**src/rtl/gray_to_binary_sched.sv**
```systemverilog
// gray_to_binary_sched
//   Round-robin scheduler that shares one Gray-to-binary converter among
//   NUM_REQ requesters. Results return tagged with the requester index.
//   Build option: define GRAY_PARALLEL_EN for a single-cycle combinational
//   converter; by default the converter resolves one bit per cycle, MSB first.
module gray_to_binary_sched #(
   parameter int SIZE    = 4,
   parameter int NUM_REQ = 2,
   parameter int IDW     = 3
) (
   input  logic                    clk,
   input  logic                    rst,
   input  logic [NUM_REQ-1:0]      req_valid,
   input  logic [NUM_REQ*SIZE-1:0] req_gray,
   output logic [NUM_REQ-1:0]      req_ready,
   output logic                    out_valid,
   input  logic                    out_ready,
   output logic [SIZE-1:0]         out_bin,
   output logic [IDW-1:0]          out_id,
   output logic                    busy
);

   typedef enum logic [1:0] {
      S_IDLE    = 2'd0,
      S_CONVERT = 2'd1,
      S_DONE    = 2'd2
   } state_t;

   state_t           r_state;
   state_t           w_next_state;
   logic [IDW-1:0]   r_rr_ptr;
   logic [IDW-1:0]   r_id;
   logic [SIZE-1:0]  r_gray;
   logic [SIZE-1:0]  r_bin;
   logic             r_out_valid;
   logic             r_busy;

   logic [NUM_REQ-1:0] w_req_rot;
   logic [NUM_REQ-1:0] w_grant_oh;
   logic               w_grant_any;
   logic [IDW-1:0]     w_grant_id;
   logic [IDW-1:0]     w_rr_next;
   logic [SIZE-1:0]    w_sel_gray;
   logic               w_conv_last;

   // Round-robin pick: rotate requests so rr_ptr sits at bit 0, take the lowest set bit.
   always_comb begin
      // NOTE: every signal gets a default before any branch so no latch is inferred.
      w_req_rot   = NUM_REQ'({req_valid, req_valid} >> r_rr_ptr);
      w_grant_any = |w_req_rot;
      w_grant_id  = r_rr_ptr;
      for (int i = NUM_REQ - 1; i >= 0; i--) begin
         if (w_req_rot[i]) begin
            w_grant_id = IDW'((int'(r_rr_ptr) + i) % NUM_REQ);
         end
      end
      w_grant_oh = NUM_REQ'(1) << w_grant_id;
      w_rr_next  = (w_grant_id == IDW'(NUM_REQ - 1)) ? '0 : w_grant_id + 1'b1;
      w_sel_gray = SIZE'(req_gray >> (int'(w_grant_id) * SIZE));
   end

`ifdef GRAY_PARALLEL_EN
   logic [SIZE-1:0] w_par_bin;

   // Whole word at once: bin[i] is the XOR of gray[SIZE-1:i].
   always_comb begin
      w_par_bin = '0;
      for (int i = 0; i < SIZE; i++) begin
         w_par_bin[i] = ^(r_gray >> i);
      end
   end

   assign w_conv_last = 1'b1;
`else
   localparam int KW = (SIZE > 1) ? $clog2(SIZE) : 1;

   logic [KW-1:0] r_k;
   logic          w_bit;

   // The gray word shifts left so its current bit sits at the MSB; r_bin[0]
   // holds the previously resolved (more significant) binary bit.
   assign w_conv_last = (r_k == '0);
   assign w_bit       = r_bin[0] ^ r_gray[SIZE-1];
`endif

   // Next-state and grant decode; grants only leave the block from IDLE.
   always_comb begin
      w_next_state = r_state;
      req_ready    = '0;
      case (r_state)
         S_IDLE: begin
            if (w_grant_any) begin
               req_ready    = w_grant_oh;
               w_next_state = S_CONVERT;
            end
         end
         S_CONVERT: begin
            if (w_conv_last) w_next_state = S_DONE;
         end
         S_DONE: begin
            // out_valid is always high here, so out_ready alone completes the handshake.
            if (out_ready) w_next_state = S_IDLE;
         end
         default: w_next_state = S_IDLE;
      endcase
      if (rst) req_ready = '0;
   end

   // State register with busy registered from the next-state decode.
   always_ff @(posedge clk) begin
      // NOTE: sequential state uses non-blocking assignments so all registers update together.
      if (rst) begin
         r_state <= S_IDLE;
         r_busy  <= 1'b0;
      end else begin
         r_state <= w_next_state;
         r_busy  <= (w_next_state != S_IDLE);
      end
   end

   // Datapath: capture on grant, convert, present and hold the result.
   always_ff @(posedge clk) begin
      if (rst) begin
         r_rr_ptr    <= '0;
         r_id        <= '0;
         r_gray      <= '0;
         r_bin       <= '0;
         r_out_valid <= 1'b0;
`ifndef GRAY_PARALLEL_EN
         r_k         <= '0;
`endif
      end else begin
         case (r_state)
            S_IDLE: begin
               if (w_grant_any) begin
                  r_gray   <= w_sel_gray;
                  r_id     <= w_grant_id;
                  r_rr_ptr <= w_rr_next;
`ifndef GRAY_PARALLEL_EN
                  r_bin    <= '0;
                  r_k      <= KW'(SIZE - 1);
`endif
               end
            end
            S_CONVERT: begin
`ifdef GRAY_PARALLEL_EN
               r_bin  <= w_par_bin;
`else
               r_bin  <= {r_bin[SIZE-2:0], w_bit};
               r_gray <= r_gray << 1;
               r_k    <= r_k - 1'b1;
`endif
               if (w_conv_last) r_out_valid <= 1'b1;
            end
            S_DONE: begin
               if (out_ready) r_out_valid <= 1'b0;
            end
            default: ;
         endcase
      end
   end

   assign out_valid = r_out_valid;
   assign out_bin   = r_bin;
   assign out_id    = r_id;
   assign busy      = r_busy;

endmodule
```
**config.mk**
```make
export PLATFORM = sky130hd
export DESIGN_NAME = gray_to_binary_sched
export DESIGN_NICKNAME = d
export VERILOG_FILES = /design/src/rtl/gray_to_binary_sched.sv
export SDC_FILE = /design/constraint.sdc
export NUM_CORES = 1
export LEC_CHECK = 0
export BUFFER_PORTS_ARGS = -buffer_cell sky130_fd_sc_hd__clkbuf_2
export CORE_MARGIN = 2
export CORE_UTILIZATION = 49
export DETAILED_ROUTE_END_ITERATION = 8
export HOLD_SLACK_MARGIN = 0.12
export MAX_ROUTING_LAYER = met4
export PLACE_DENSITY = 0.76
export SETUP_SLACK_MARGIN = 0.4
export SLEW_MARGIN = 20
export SYNTH_ARGS = -nofsm -noshare
export SYNTH_HDL_FRONTEND = slang
export SYNTH_SLANG_ARGS = --single-unit
```
**constraint.sdc**
```tcl
create_clock -name clk -period 1.71 [get_ports clk]
set_input_delay 0.342 -clock clk [delete_from_list [all_inputs] [get_ports clk]]
set_output_delay 0.342 -clock clk [all_outputs]
set_load 0.02 [all_outputs]
```
==> metrics list <==
- Run status: finished with violations
- Violations in the final reports: negative setup slack
- Number of antenna violations at the first check in global routing: 0
- Global routing finished with a remaining overflow of 0.
- Capture endpoint of the worst hold path: r_gray[1]
- Crit path largest cell delay: 540 ps
- The worst setup path is captured at a primary output.
* Average routed wire per standard cell: 13.70 um
- # clock sinks: 20
- Of all flip-flops after synthesis, the portion carrying an async set or reset was 0%.
* Worst-margin pin slew: about 290 ps
- In the global route stage, overall resource usage came out at between 20 and 25%.
- In this run the critical register-to-register path is captured at r_gray[0].
- In the finished design, the share of the clock period the worst path needs comes to 116.3%.
- The first global-routing pass estimated 3180 um of wire.
* Die Span Y: around 46 um
- The number of antenna diodes in the final layout is 0.
* Worst hold start: req_gray[1]
- Fin Hold WS: slightly below 300 ps
- Total power for the finished layout comes to 1.273 mW.
- Clock latency on the worst-skew pair: slightly above 300 ps
- After synthesis the cells add up to ~860 um^2.
- Fmax: roughly 0.5 GHz
* Area of the multi-input gates: approximately 500 um^2
* Number of synthesized flops with an enable pin: 0
- Setup violations remaining at the end of the flow were counted as 4.
* Startpoint Class: register
- The floorplan step defined a die boundary enclosing ~0.0021 mm^2.
- Measured along the x axis, the die boundary spans 45.86 um.
* Syn avg cell area: a little under 9 um^2
* Number of distinct standard cells referenced by the synthesized netlist: 32
* CTS clock-pin slew for the worst setup and hold paths: 130 ps
- Arrival time at the worst endpoint: around 1700 ps
- Required arrival time at the worst endpoint: about 1400 ps
* Port buffer count: 23
- Post-synth top flop: sky130_fd_sc_hd__dfxtp_1
* Antenna Violating Nets Remaining: 0
- The max-slew violation total from the final report was 0.
- Counting every instance in the synthesized netlist gives 97.
- Maximum vdd drop: between 0.5 and 0.6 mV
- Core area: 0.001689 mm^2
- Cell at the slowest stage of the critical path: sky130_fd_sc_hd__or4b_4
- Proportion of layout cells with a drive suffix above 1: a little over 40%
- DR DRC count: 0
* Normalized max-slew margin: about four fifths
- Clock buffers created by TritonCTS: 3
- For this configuration, the core starts out at a cell density of between 50% and 60%.
- Buffer depth of the longest clock path: 2
- Iteration count of the initial detailed-routing pass: 4
- Routed vias/inst: ~5.6
- Sequential-to-total area share from yosys stat: 46.65%
* FF+latch area: about 400 um^2
- # H-tree levels: 1
- Setup repair after global routing could not meet its margin everywhere.
- In this run the number of cells on the critical path is 4.
- DRC marker count from the first detailed-route iteration: 9
- Hold Path Cell Cnt: 3
- The worst register-to-register path begins at r_rr_ptr[2].
- Cell chosen for the clock root: sky130_fd_sc_hd__clkbuf_4
- The critical path in this run is classified as register to primary output.
- For this design the static power due to leakage is about 0.53 nW.
- In the post-route analysis, the smallest setup slack over all paths is -278.7 ps.
- Post-DP HPWL: between 1000 and 1500 um
- Vias in the first global route: 769
- Together, buffers and inverters on the worst path number 1.
* Critical path cell sequence: or4b_4 -> o2bb2ai_4 -> nor3b_4 -> clkbuf_8
- Clock period minus final worst setup slack: just under 2000 ps
- Counting every net in the synthesized netlist gives approximately 110.
- The filler cells instantiated in the layout total between 100 and 150.
- The final layout contains 149 nets.
* PwrDens: roughly 1000 mW/mm^2
- After floorplanning, the core was divided into 15 placement rows.
- Top post-synthesis cells by count: sky130_fd_sc_hd__dfxtp_1, sky130_fd_sc_hd__nand2_1, sky130_fd_sc_hd__a21oi_1, sky130_fd_sc_hd__nor2_1, sky130_fd_sc_hd__nor3_1
- Largest net degree at the start of global routing: 23
* Post-synthesis cell type with the largest combined area: sky130_fd_sc_hd__dfxtp_1
- Register-to-register path setup slack: -80 ps
- In this design, the largest share of critical-path delay is due to simple AND/OR/NAND/NOR gates.
- Area growth from synthesis to final layout: 43.44%
- Tightest Hold Check Type: input port to register
- The final layout contains routed wiring with a total length of 2069 um.
* Biggest area contributors in the synthesized netlist: sky130_fd_sc_hd__dfxtp_1, sky130_fd_sc_hd__a21oi_1, sky130_fd_sc_hd__nand2_1
- Measured on the finished design, the core utilization comes to ~73%.
- After synthesis the netlist holds a flip-flop and latch count of 20.
- Total number of vias: ~840
- Measured in cells, the most critical reg-to-reg path has a length of 7.
* Synthesis warning total: 0
- Count of boundary I/O pins: 24
- TritonCTS built the clock tree.
- Count leader, synth: sky130_fd_sc_hd__dfxtp_1
- The hold violation count in the final report is 0.
* Biggest fanout along the worst timing path: 3
* Share of the synthesized area in the top cell type: between 40% and 50%
- Setup Slack @ Placement: -48.10 ps
- At the end of routability-driven placement, the weighted congestion stood at 0.7867.
* Max-capacitance violation count: 0
- Setup skew after layout: between 15 and 20 ps
routing by layer:
layer	vias to the layer above	share of wire, %	track usage [%]
met1	402	41	24.34
met2	18	55	38.89
li1	420	-	-
met5	-	0	-
met3	2	2.9	3.571
met4	0	0.72	6.857
cell families (layout without fill, tap and decap cells):
| group | Yosys count | after routing | synth area share [%] |
|---|---|---|---|
| buf+inv | 6 | 43 | 2.916 |
| compound gates | 25 | 25 | 20.70 |
| simple gates | 43 | 43 | 26.09 |
| fa+ha+maj | 1 | 1 | 1.457 |
| xor+xnor | 1 | 1 | 1.021 |
| flops | 20 | 20 | 46.65 |
| mux | 1 | 1 | 1.166 |
registers in the layout, indices dropped and copies added (netlist names):
register and cells:
r_k 2, r_state 2, out_valid 1, busy 1
r_gray 4, out_id 3, out_bin 4, r_rr_ptr 3
cell type report:
class / instances / area share, %
well taps: 17 / 1.728
inverters: 2 / 0.6098
clock buffers: 3 / 1.829
repair buffers: 37 / 19.92
flip-flops and latches: 20 / 32.72
clock inverters: 1 / 2.439
multi-input cells: 71 / 40.75
power by group:
group	internal, mW	leakage, nW	total [mW]	switching (mW)
Clock	0.237	0.0279	0.389	0.153
Combinational	0.161	0.337	0.350	0.189
Sequential	0.509	0.165	0.533	0.0239
worst reg2reg max path: stages (launching register included):
cell                        delay (ps)
sky130_fd_sc_hd__dfxtp_2           350
sky130_fd_sc_hd__or4b_4            540
sky130_fd_sc_hd__o2bb2ai_4         160
sky130_fd_sc_hd__buf_4             140
sky130_fd_sc_hd__buf_4             130
sky130_fd_sc_hd__buf_8             130
sky130_fd_sc_hd__mux2i_1           110
sky130_fd_sc_hd__o31ai_1           170
what timing repair did:
item                                    in CTS  in global routing
pin swaps                                    3                  1
cloned                                       0                  0
gates resized for setup                     13                  4
endpoints found under the setup margin      15                 15
setup buffers                                2                  3
hold buffers                                 0                  0
how the worst max path moves through the flow:
| stage | to | start | slack (ps) |
|---|---|---|---|
| after global routing | req_ready[0] | r_rr_ptr[2] | -340 |
| after global placement | req_ready[1] | req_valid[1] | -40 |
| after detailed placement | req_ready[0] | req_valid[1] | -50 |
| after floorplan | req_ready[0] | r_rr_ptr[2] | 120 |
| final | req_ready[1] | r_rr_ptr[2] | -280 |
| after CTS | req_ready[1] | r_rr_ptr[2] | -310 |
placed cells by master (no fill, tap or decap), types with 3 or more instances in the layout:
cell                       netlist  final
sky130_fd_sc_hd__a211o_1         3      3
sky130_fd_sc_hd__a21oi_1         9      9
sky130_fd_sc_hd__and2_1          4      4
sky130_fd_sc_hd__buf_4           0     13
sky130_fd_sc_hd__clkbuf_2        0     21
sky130_fd_sc_hd__clkbuf_4        0      3
sky130_fd_sc_hd__dfxtp_1        20     18
sky130_fd_sc_hd__nand2_1        12     12
sky130_fd_sc_hd__nand3_1         3      3
sky130_fd_sc_hd__nor2_1          8      4
sky130_fd_sc_hd__nor2_4          0      3
sky130_fd_sc_hd__nor2b_1         3      3
sky130_fd_sc_hd__nor3_1          5      4
through the flow:
stage | std cells | setup TNS, ps | cell area [um^2]
detailed placement | 142 | -94.96 | 1081
finish | 151 | -707.8 | 1231
floorplan | 97 | 0 | 894.6
global placement | 142 | -49.30 | 1081
global route | 151 | -1107 | 1231
CTS | 148 | -615.0 | 1192
Power figures use the tool's default switching activity.
